**src/rtl/uart_io.sv**
```systemverilog
// uart_io: 8N1 fixed-baud UART on the J1 I/O bus.
// TX holding register + shifter; RX synchroniser, FSM and small FIFO.
module uart_io #(
  parameter int          CLK_FREQ = 24000000,
  parameter int          BAUD     = 115200,
  parameter logic [15:0] BASE     = 16'h4030,
  parameter int          RX_DEPTH = 4
) (
  input  logic        clk,
  input  logic        reset,
  input  logic [15:0] io_addr,
  input  logic [15:0] io_dout,
  input  logic        io_wr,
  input  logic        io_rd,
  output logic [15:0] uart_din,
  input  logic        uart_rxd,
  output logic        uart_txd
);

  localparam int DIV = CLK_FREQ / BAUD;
  localparam int CW  = $clog2(DIV + 1);
  localparam int AW  = $clog2(RX_DEPTH);
  localparam logic [CW-1:0] LAST = CW'(DIV - 1);
  localparam logic [CW-1:0] HALF = CW'(DIV / 2);
  localparam logic [15:0]   STAT = BASE + 16'd2;

  typedef enum logic [1:0] {
    T_IDLE, T_START, T_DATA, T_STOP
  } tx_st_t;

  typedef enum logic [2:0] {
    R_IDLE, R_START, R_DATA, R_STOP, R_WAIT
  } rx_st_t;

  logic data_rd, stat_rd, data_wr;
  logic unused_hi;

  assign data_rd   = io_rd && (io_addr == BASE);
  assign stat_rd   = io_rd && (io_addr == STAT);
  assign data_wr   = io_wr && (io_addr == BASE);
  assign unused_hi = ^io_dout[15:8];

  tx_st_t          tx_st, tx_nx;
  logic [CW-1:0]   tx_cnt, tx_cnt_n;
  logic [2:0]      tx_bit, tx_bit_n;
  logic [7:0]      tx_sh, tx_sh_n;
  logic [7:0]      hold_q;
  logic            hold_full, hold_take;
  logic            txd_n, tx_busy;

  assign tx_busy = (tx_st != T_IDLE);

  // TX next state: txd is registered from the current state, so the
  // line lags the FSM by one clock.
  always_comb begin
    tx_nx     = tx_st;
    tx_cnt_n  = tx_cnt;
    tx_bit_n  = tx_bit;
    tx_sh_n   = tx_sh;
    hold_take = 1'b0;
    txd_n     = 1'b1;
    unique case (tx_st)
      T_IDLE: begin
        if (hold_full) begin
          tx_nx     = T_START;
          tx_sh_n   = hold_q;
          tx_cnt_n  = '0;
          hold_take = 1'b1;
        end
      end
      T_START: begin
        txd_n = 1'b0;
        if (tx_cnt == LAST) begin
          tx_cnt_n = '0;
          tx_bit_n = '0;
          tx_nx    = T_DATA;
        end else begin
          tx_cnt_n = tx_cnt + 1'b1;
        end
      end
      T_DATA: begin
        txd_n = tx_sh[0];
        if (tx_cnt == LAST) begin
          tx_cnt_n = '0;
          tx_sh_n  = {1'b0, tx_sh[7:1]};
          if (tx_bit == 3'd7) tx_nx = T_STOP;
          else tx_bit_n = tx_bit + 1'b1;
        end else begin
          tx_cnt_n = tx_cnt + 1'b1;
        end
      end
      T_STOP: begin
        if (tx_cnt == LAST) begin
          tx_cnt_n = '0;
          if (hold_full) begin
            tx_nx     = T_START;
            tx_sh_n   = hold_q;
            hold_take = 1'b1;
          end else begin
            tx_nx = T_IDLE;
          end
        end else begin
          tx_cnt_n = tx_cnt + 1'b1;
        end
      end
      default: tx_nx = T_IDLE;
    endcase
  end

  // TX state, line register and holding register.
  always_ff @(posedge clk) begin
    if (reset) begin
      tx_st     <= T_IDLE;
      tx_cnt    <= '0;
      tx_bit    <= '0;
      tx_sh     <= '0;
      uart_txd  <= 1'b1;
      hold_q    <= '0;
      hold_full <= 1'b0;
    end else begin
      tx_st    <= tx_nx;
      tx_cnt   <= tx_cnt_n;
      tx_bit   <= tx_bit_n;
      tx_sh    <= tx_sh_n;
      uart_txd <= txd_n;
      if (hold_take) begin
        hold_full <= 1'b0;
      end else if (data_wr && !hold_full) begin
        hold_full <= 1'b1;
        hold_q    <= io_dout[7:0];
      end
    end
  end

  logic            rx_r1, rx_s;
  rx_st_t          rx_st, rx_nx;
  logic [CW-1:0]   rx_cnt, rx_cnt_n;
  logic [2:0]      rx_bit, rx_bit_n;
  logic [7:0]      rx_sh, rx_sh_n;
  logic            push, ferr_set;

  // RX next state: start is checked mid-bit, then every DIV clocks.
  always_comb begin
    rx_nx    = rx_st;
    rx_cnt_n = rx_cnt;
    rx_bit_n = rx_bit;
    rx_sh_n  = rx_sh;
    push     = 1'b0;
    ferr_set = 1'b0;
    unique case (rx_st)
      R_IDLE: begin
        if (!rx_s) begin
          rx_nx    = R_START;
          rx_cnt_n = HALF;
        end
      end
      R_START: begin
        if (rx_cnt == LAST) begin
          rx_cnt_n = '0;
          rx_bit_n = '0;
          rx_nx    = rx_s ? R_IDLE : R_DATA;
        end else begin
          rx_cnt_n = rx_cnt + 1'b1;
        end
      end
      R_DATA: begin
        if (rx_cnt == LAST) begin
          rx_cnt_n = '0;
          rx_sh_n  = {rx_s, rx_sh[7:1]};
          if (rx_bit == 3'd7) rx_nx = R_STOP;
          else rx_bit_n = rx_bit + 1'b1;
        end else begin
          rx_cnt_n = rx_cnt + 1'b1;
        end
      end
      R_STOP: begin
        if (rx_cnt == LAST) begin
          rx_cnt_n = '0;
          if (rx_s) begin
            push  = 1'b1;
            rx_nx = R_IDLE;
          end else begin
            ferr_set = 1'b1;
            rx_nx    = R_WAIT;
          end
        end else begin
          rx_cnt_n = rx_cnt + 1'b1;
        end
      end
      R_WAIT: begin
        if (rx_s) rx_nx = R_IDLE;
      end
      default: rx_nx = R_IDLE;
    endcase
  end

  // RX synchroniser and state.
  always_ff @(posedge clk) begin
    if (reset) begin
      rx_r1  <= 1'b1;
      rx_s   <= 1'b1;
      rx_st  <= R_IDLE;
      rx_cnt <= '0;
      rx_bit <= '0;
      rx_sh  <= '0;
    end else begin
      rx_r1  <= uart_rxd;
      rx_s   <= rx_r1;
      rx_st  <= rx_nx;
      rx_cnt <= rx_cnt_n;
      rx_bit <= rx_bit_n;
      rx_sh  <= rx_sh_n;
    end
  end

  logic [7:0]  mem [RX_DEPTH];
  logic [AW:0] wp, rp;
  logic        empty, full, pop, do_push, ovr_set;
  logic        ovr, ferr;

  assign empty   = (wp == rp);
  assign full    = (wp[AW] != rp[AW]) && (wp[AW-1:0] == rp[AW-1:0]);
  assign pop     = data_rd && !empty;
  assign do_push = push && (!full || pop);
  assign ovr_set = push && full && !pop;

  // FIFO storage; contents need no reset.
  always_ff @(posedge clk) begin
    if (do_push) mem[wp[AW-1:0]] <= rx_sh;
  end

  // FIFO pointers and sticky flags; a set on the clearing edge wins.
  always_ff @(posedge clk) begin
    if (reset) begin
      wp   <= '0;
      rp   <= '0;
      ovr  <= 1'b0;
      ferr <= 1'b0;
    end else begin
      if (do_push) wp <= wp + 1'b1;
      if (pop) rp <= rp + 1'b1;
      ovr  <= ovr_set | (ovr & !stat_rd);
      ferr <= ferr_set | (ferr & !stat_rd);
    end
  end

  // Read mux; zero unless a read hits one of the two registers.
  always_comb begin
    uart_din = '0;
    unique case (1'b1)
      data_rd: uart_din = empty ? 16'h0000 : {8'h00, mem[rp[AW-1:0]]};
      stat_rd: uart_din = {11'b0, tx_busy, ferr, ovr, !empty, !hold_full};
      default: uart_din = '0;
    endcase
  end

endmodule

```
**config.mk**
```make
export PLATFORM = sky130hd
export DESIGN_NAME = uart_io
export DESIGN_NICKNAME = d
export VERILOG_FILES = /design/src/rtl/uart_io.sv
export SDC_FILE = /design/constraint.sdc
export NUM_CORES = 1
export LEC_CHECK = 0
export CORE_MARGIN = 3
export CORE_UTILIZATION = 50
export CTS_CLUSTER_SIZE = 12
export DETAILED_ROUTE_END_ITERATION = 10
export HOLD_SLACK_MARGIN = 0.03
export PLACE_DENSITY = 0.72
export RECOVER_POWER = 100
export SYNTH_ARGS = -nofsm -noshare
export SYNTH_HDL_FRONTEND = slang
export SYNTH_SLANG_ARGS = --single-unit
```
**constraint.sdc**
```tcl
create_clock -name clk -period 3.65 [get_ports clk]
set_input_delay 0.9125 -clock clk [delete_from_list [all_inputs] [get_ports clk]]
set_output_delay 0.9125 -clock clk [all_outputs]
set_load 0.05 [all_outputs]
```
==> Word level (Yosys, flattened, before mapping) <==
Memory sizes are Yosys's and may differ from the RTL's. A register that Yosys moved wholly into a read port is not among the register bits.
Cells that the tools add are included.
{ "classes": {"bitwise_logic": 5, "n_eq_ne": 29, "n_addsub": 6, "n_mux": 50, "n_reduce_logical": 33} }
{ "op_table": {"columns": ["cell", "count"], "rows": [
  ["8-bit 2-to-1 mux", 8],
  ["8-bit one-hot mux with 2 select lines", 3],
  ["3-bit 2-to-1 mux", 13],
  ["16-bit by 15-bit equality test with 1-bit output, second input constant", 2],
  ["2-bit != test, second input constant", 13],
  ["8-bit one-hot mux with 3 select lines", 1],
  ["8-bit by 1-bit adder with 8-bit output, second input constant", 2],
  ["8-bit equality test, second input constant", 2],
  ["2-bit 2-to-1 mux", 8],
  ["3-bit one-hot mux with 5 select lines", 1],
  ["3-bit by 1-bit adder with 3-bit output, second input constant", 4],
  ["3-bit one-hot mux with 2 select lines", 2],
  ["1-bit 2-to-1 mux", 11],
  ["3-bit equality test, second input constant", 3],
  ["1-bit logical AND", 9],
  ["2-bit one-hot mux with 4 select lines", 1],
  ["4-bit AND reduction", 2],
  ["2-bit nonzero test", 4],
  ["3-bit by 2-bit equality test with 1-bit output, second input constant", 2],
  ["2-bit AND reduction", 3],
  ["6-bit AND reduction", 1],
  ["3-bit OR reduction", 2],
  ["1-bit zero test", 5],
  ["5-bit AND reduction", 1],
  ["16 further kinds", 20]
]} }
{ "word_totals": {"mem_count": 1, "regBits": 63, "wordCells": 141, "output_inout_bits": 17, "mem_bits_rw": 32, "inputBits": 37} }
{ "memory_table": {"columns": ["memory", "depth", "width", "rd", "rd_ports_with_merged_regs", "write_ports", "line_no", "rtl"], "rows": [
  ["mem", 4, 8, 1, 1, 1, "216", "logic [7:0] mem [RX_DEPTH];"]
]} }

==> Depth between registers and ports, before layout <==
{ "depth": {"ltp_word": 7, "depth_mapped": 7, "mapped_depth_nobuf": 6} }

==> Worst setup path after synthesis <==
OpenSTA, ideal clock, no wires.
{ "synth_path": {"path_type": "in2out", "start": "in io_addr[0]", "end": "out uart_din[1]", "required_ps": 2738, "path_buffers": 1, "setup_slack_ps": 116, "t_arrival_ps": 2622, "cell_stages": 4, "cell_sequence": "nor4_4 > nand4_1 > buf_4 > nor3_1"} }
{ "synth_via": {"elab_chain_cells": 3, "elab_cells_between_ends": 5, "cone_classes": "2 x eq/ne; 1 x mux; 2 x reduce/logical"} }
{ "synth_lines": {"columns": ["element", "line_no", "rtl"], "rows": [
  ["from (decl)", "11", "input logic [15:0] io_addr,"],
  ["16-bit by 15-bit equality test with 1-bit output (on tied branches)", "39, 38", null],
  ["1-bit logical AND (on tied branches)", "39, 38", null],
  ["8-bit one-hot mux with 2 select lines (*)", "250", "unique case (1'b1)"],
  ["to (decl)", "15", "output logic [15:0] uart_din,"]
]} }
Mark *: on every way between the ends. The rest lies on a longest branch, timed or not.

==> Worst setup path after layout <==
{ "layout_path": {"start": "in io_addr[1]", "end": "out uart_din[4]"} }
The elaborated chain is that of the path after synthesis.

==> reports/metrics.cfg <==
[critical_path]
crit_path_end_kind = primary output
cp_max_fo = 10
cp_cell_sequence = dlygate4sd3_1 -> or3b_2 -> a21oi_1 -> buf_12
critical_path_class = in2out
required_ns = 2.74
critPathMaxStageDelay_ns = 0.71
slowest_stage = dlygate4sd3_1
cp.arrival_ns = 2.64
start_kind = input pin

[sta]
finClkSkew_ns = 0.0159
rsz0062_at_grt = false
max_freq_ghz = 0.281
worstMarginPinSlew_ns = 1.95
slew_viol_final = 43
fin_setup_tns_ns = 0
relSlewSlack = -0.298
timing.final.crit_share = 0.974
setup_viol = 0
finalHoldViolCount = 0
period_minus_slack_ns = 3.56
setup_ws_ns = 0.0948

[synthesis]
synthFlopType = dfxtp_1
synth_largest_area_cell = dfxtp_1
syn_inst = 472
ys_async_sr_fraction = 0
ys_top_cells_by_count = 65 x dfxtp_1, 36 x a21oi_1, 36 x nor2_1, 32 x edfxtp_1, 32 x nand2_1
syn_area_um2 = 4780
synth_top_area_frac = 0.272
seq_area_frac_synth = 0.473
synth_cell_types = 63
synth_most_common_cell = dfxtp_1
synthTopCellsByArea = dfxtp_1 27%, edfxtp_1 20%, ha_1 4.4%
avgSynthCellArea_um2 = 10.1
synth-seq-cells = 97
yosys_warnings = 0
synth_edf_count = 32

[clock_tree]
clock_latency_ns = 0.36
clkSlewWorstSetupHoldPaths_ns = 0.10
clk_path_buf_depth = 2
cts_hold_buffers = 0
cts_max_level = 3
cts_buffers = 9
cts_root_buf = clkbuf_8
cts_tree = built
cts_sinks = 97

[final_layout]
drive_gt1_frac = 0.113
multiInputGateArea_um2 = 2330
regArea_um2 = 2260
final_area_um2 = 5540
nets = 561
fin_util = 0.596
areaGrowthSynthToFinish_pct = 15.8
diodes = 0
n_fill_cell = 803

[global_route]
grt_overflow_total = 0
track_usage = 0.185
grt_max_degree = 43
grt_pass1_vias = 3534
antenna_found_initial = 0
grt_pass1_wl_mm = 16.7

[detailed_routing]
viasPerCell = 5.68
drtAntennaViolNets = 0
drc = 0
vias = 3641
drt-pass1-iter-count = 4
first_iter_violations = 154
drt-total-wl_mm = 9.73
drt-wirelength-per-cell_um = 15.2

[power_and_ir_drop]
power_density_nw_per_um2 = 383
pwr-share-seq = 0.538
p_total_mw = 2.12
leakage_nw = 1.83
combPwrFrac = 0.104
peakVddDrop_mv = 0.252
p_clk_frac = 0.359
switchingPower_mw = 0.573
intPower_mw = 1.55
swShare = 0.270

[die]
io_pins = 54
die_y_um = 104
rows = 35
fp.dieArea_um2 = 10800
start_util = 0.515
die_width_um = 104
core_area_um2 = 9280

[placed_design]
port_buffers = 37
place_congestion = 0.765
post_dp_cell_area_um2 = 5360
dp_slack_ns = -0.0618
hpwl_mm = 6.81

[hold_path]
hp-class = reg2reg

[status]
status = finished, violations left
violations = max-capacitance violations, max-slew violations

[run]
timing.max_cap.violations = 1

==> cells in the final DEF, fill, tap and decap left out, types with 6 or more instances in the layout <==
cell type and instances:
nand2_1 32, nand2b_1 6, a21oi_1 36, clkdlybuf4s50_1 26
buf_12 7, a311oi_1 9, nand4_1 6, a31oi_1 7
edfxtp_1 32, dfxtp_1 65, buf_4 6, nor2_1 36
mux4_2 8, clkbuf_1 10, mux2i_1 20, nor3b_1 6
conb_1 8, ha_1 17, and3_1 8, o21ai_0 22
inv_1 15, clkbuf_8 9, nor2b_1 6, nand3_1 19
==> repair_timing <==
item | 4_1_cts | 5_1_grt
resized for setup | 1 | 4
endpoints found under the setup margin | 3 | 3
setup buffers | 0 | 0
==> flip-flops by register name, summed over array words and instances, names as in the netlist, named ones only <==
signal     count
hold_q         8
rx_cnt         8
ferr           1
ovr            1
tx_bit         3
hold_full      1
uart_txd       1
tx_cnt         8
tx_sh          8
wp             3
rx_sh          8
tx_st          2
rx_st          3
rx_s           1
rp             3
mem           32
rx_bit         3
rx_r1          1
==> area by class of cell <==
cell class | count | area share
Multi-Input combinational cell | 332 | 0.420
Sequential cell | 97 | 0.409
Timing Repair Buffer | 52 | 0.0922
Tap cell | 129 | 0.0292
Clock buffer | 9 | 0.0224
Clock inverter | 7 | 0.0174
Inverter | 15 | 0.0102
==> routing by layer <==
layer | track usage | vias up | part of all wire
met5 | 0 | - | 0
met4 | 0.0598 | 0 | 0.015
met3 | 0.0299 | 13 | 0.035
met2 | 0.316 | 67 | 0.49
met1 | 0.242 | 1744 | 0.46
li1 | - | 1817 | -
==> power groups by stage <==
stage                     clock network, mW  registers, mW  logic, mW
final                                 0.761           1.14      0.220
after floorplan                           0           1.17      0.147
after global placement                    0           1.16      0.212
after CTS                             0.775           1.14      0.220
after detailed placement                  0           1.16      0.219
after global routing                  0.822           1.14      0.241
==> worst max-delay path: cells and delay by family <==
family	cells	cell delay, ns
buffers and inverters	2	0.89
AND/OR/NAND/NOR	1	0.53
AO/OA/AOI/OAI	1	0.31
==> stage by stage <==
stage,cells,hold slack (ns)
6_report,641,0.424
5_1_grt,641,0.451
4_1_cts,641,0.429
3_5_place_dp,625,0.400
3_3_place_gp,625,0.393
2_1_floorplan,479,0.389
==> logic make-up (layout without fill, tap and decap cells) <==
group                    after synthesis  in the layout  share of synthesized area
XOR/XNOR                               4              4                    0.00733
AO/OA/AOI/OAI                        106            106                      0.141
adder cells (fa/ha/maj)               17             17                     0.0445
flip-flops                            97             97                      0.473
buffers and inverters                 50             83                     0.0484
other                                  1              8                   0.000784
multiplexers                          29             29                     0.0819
AND/OR/NAND/NOR                      168            168                      0.203
==> final timing paths <==
kind / endpoint / start / slack, ns / cells past startpoint
setup reg to reg: mem[2][0] / rx_cnt[0] / 0.81 / 6
hold reg to reg: rx_s / rx_r1 / 0.42 / 1
hold / removal: rx_s / rx_r1 / 0.42 / 1
setup / recovery: uart_din[4] / io_addr[1] / 0.09 / 4
No activity file was read; power rests on OpenSTA's default activity.
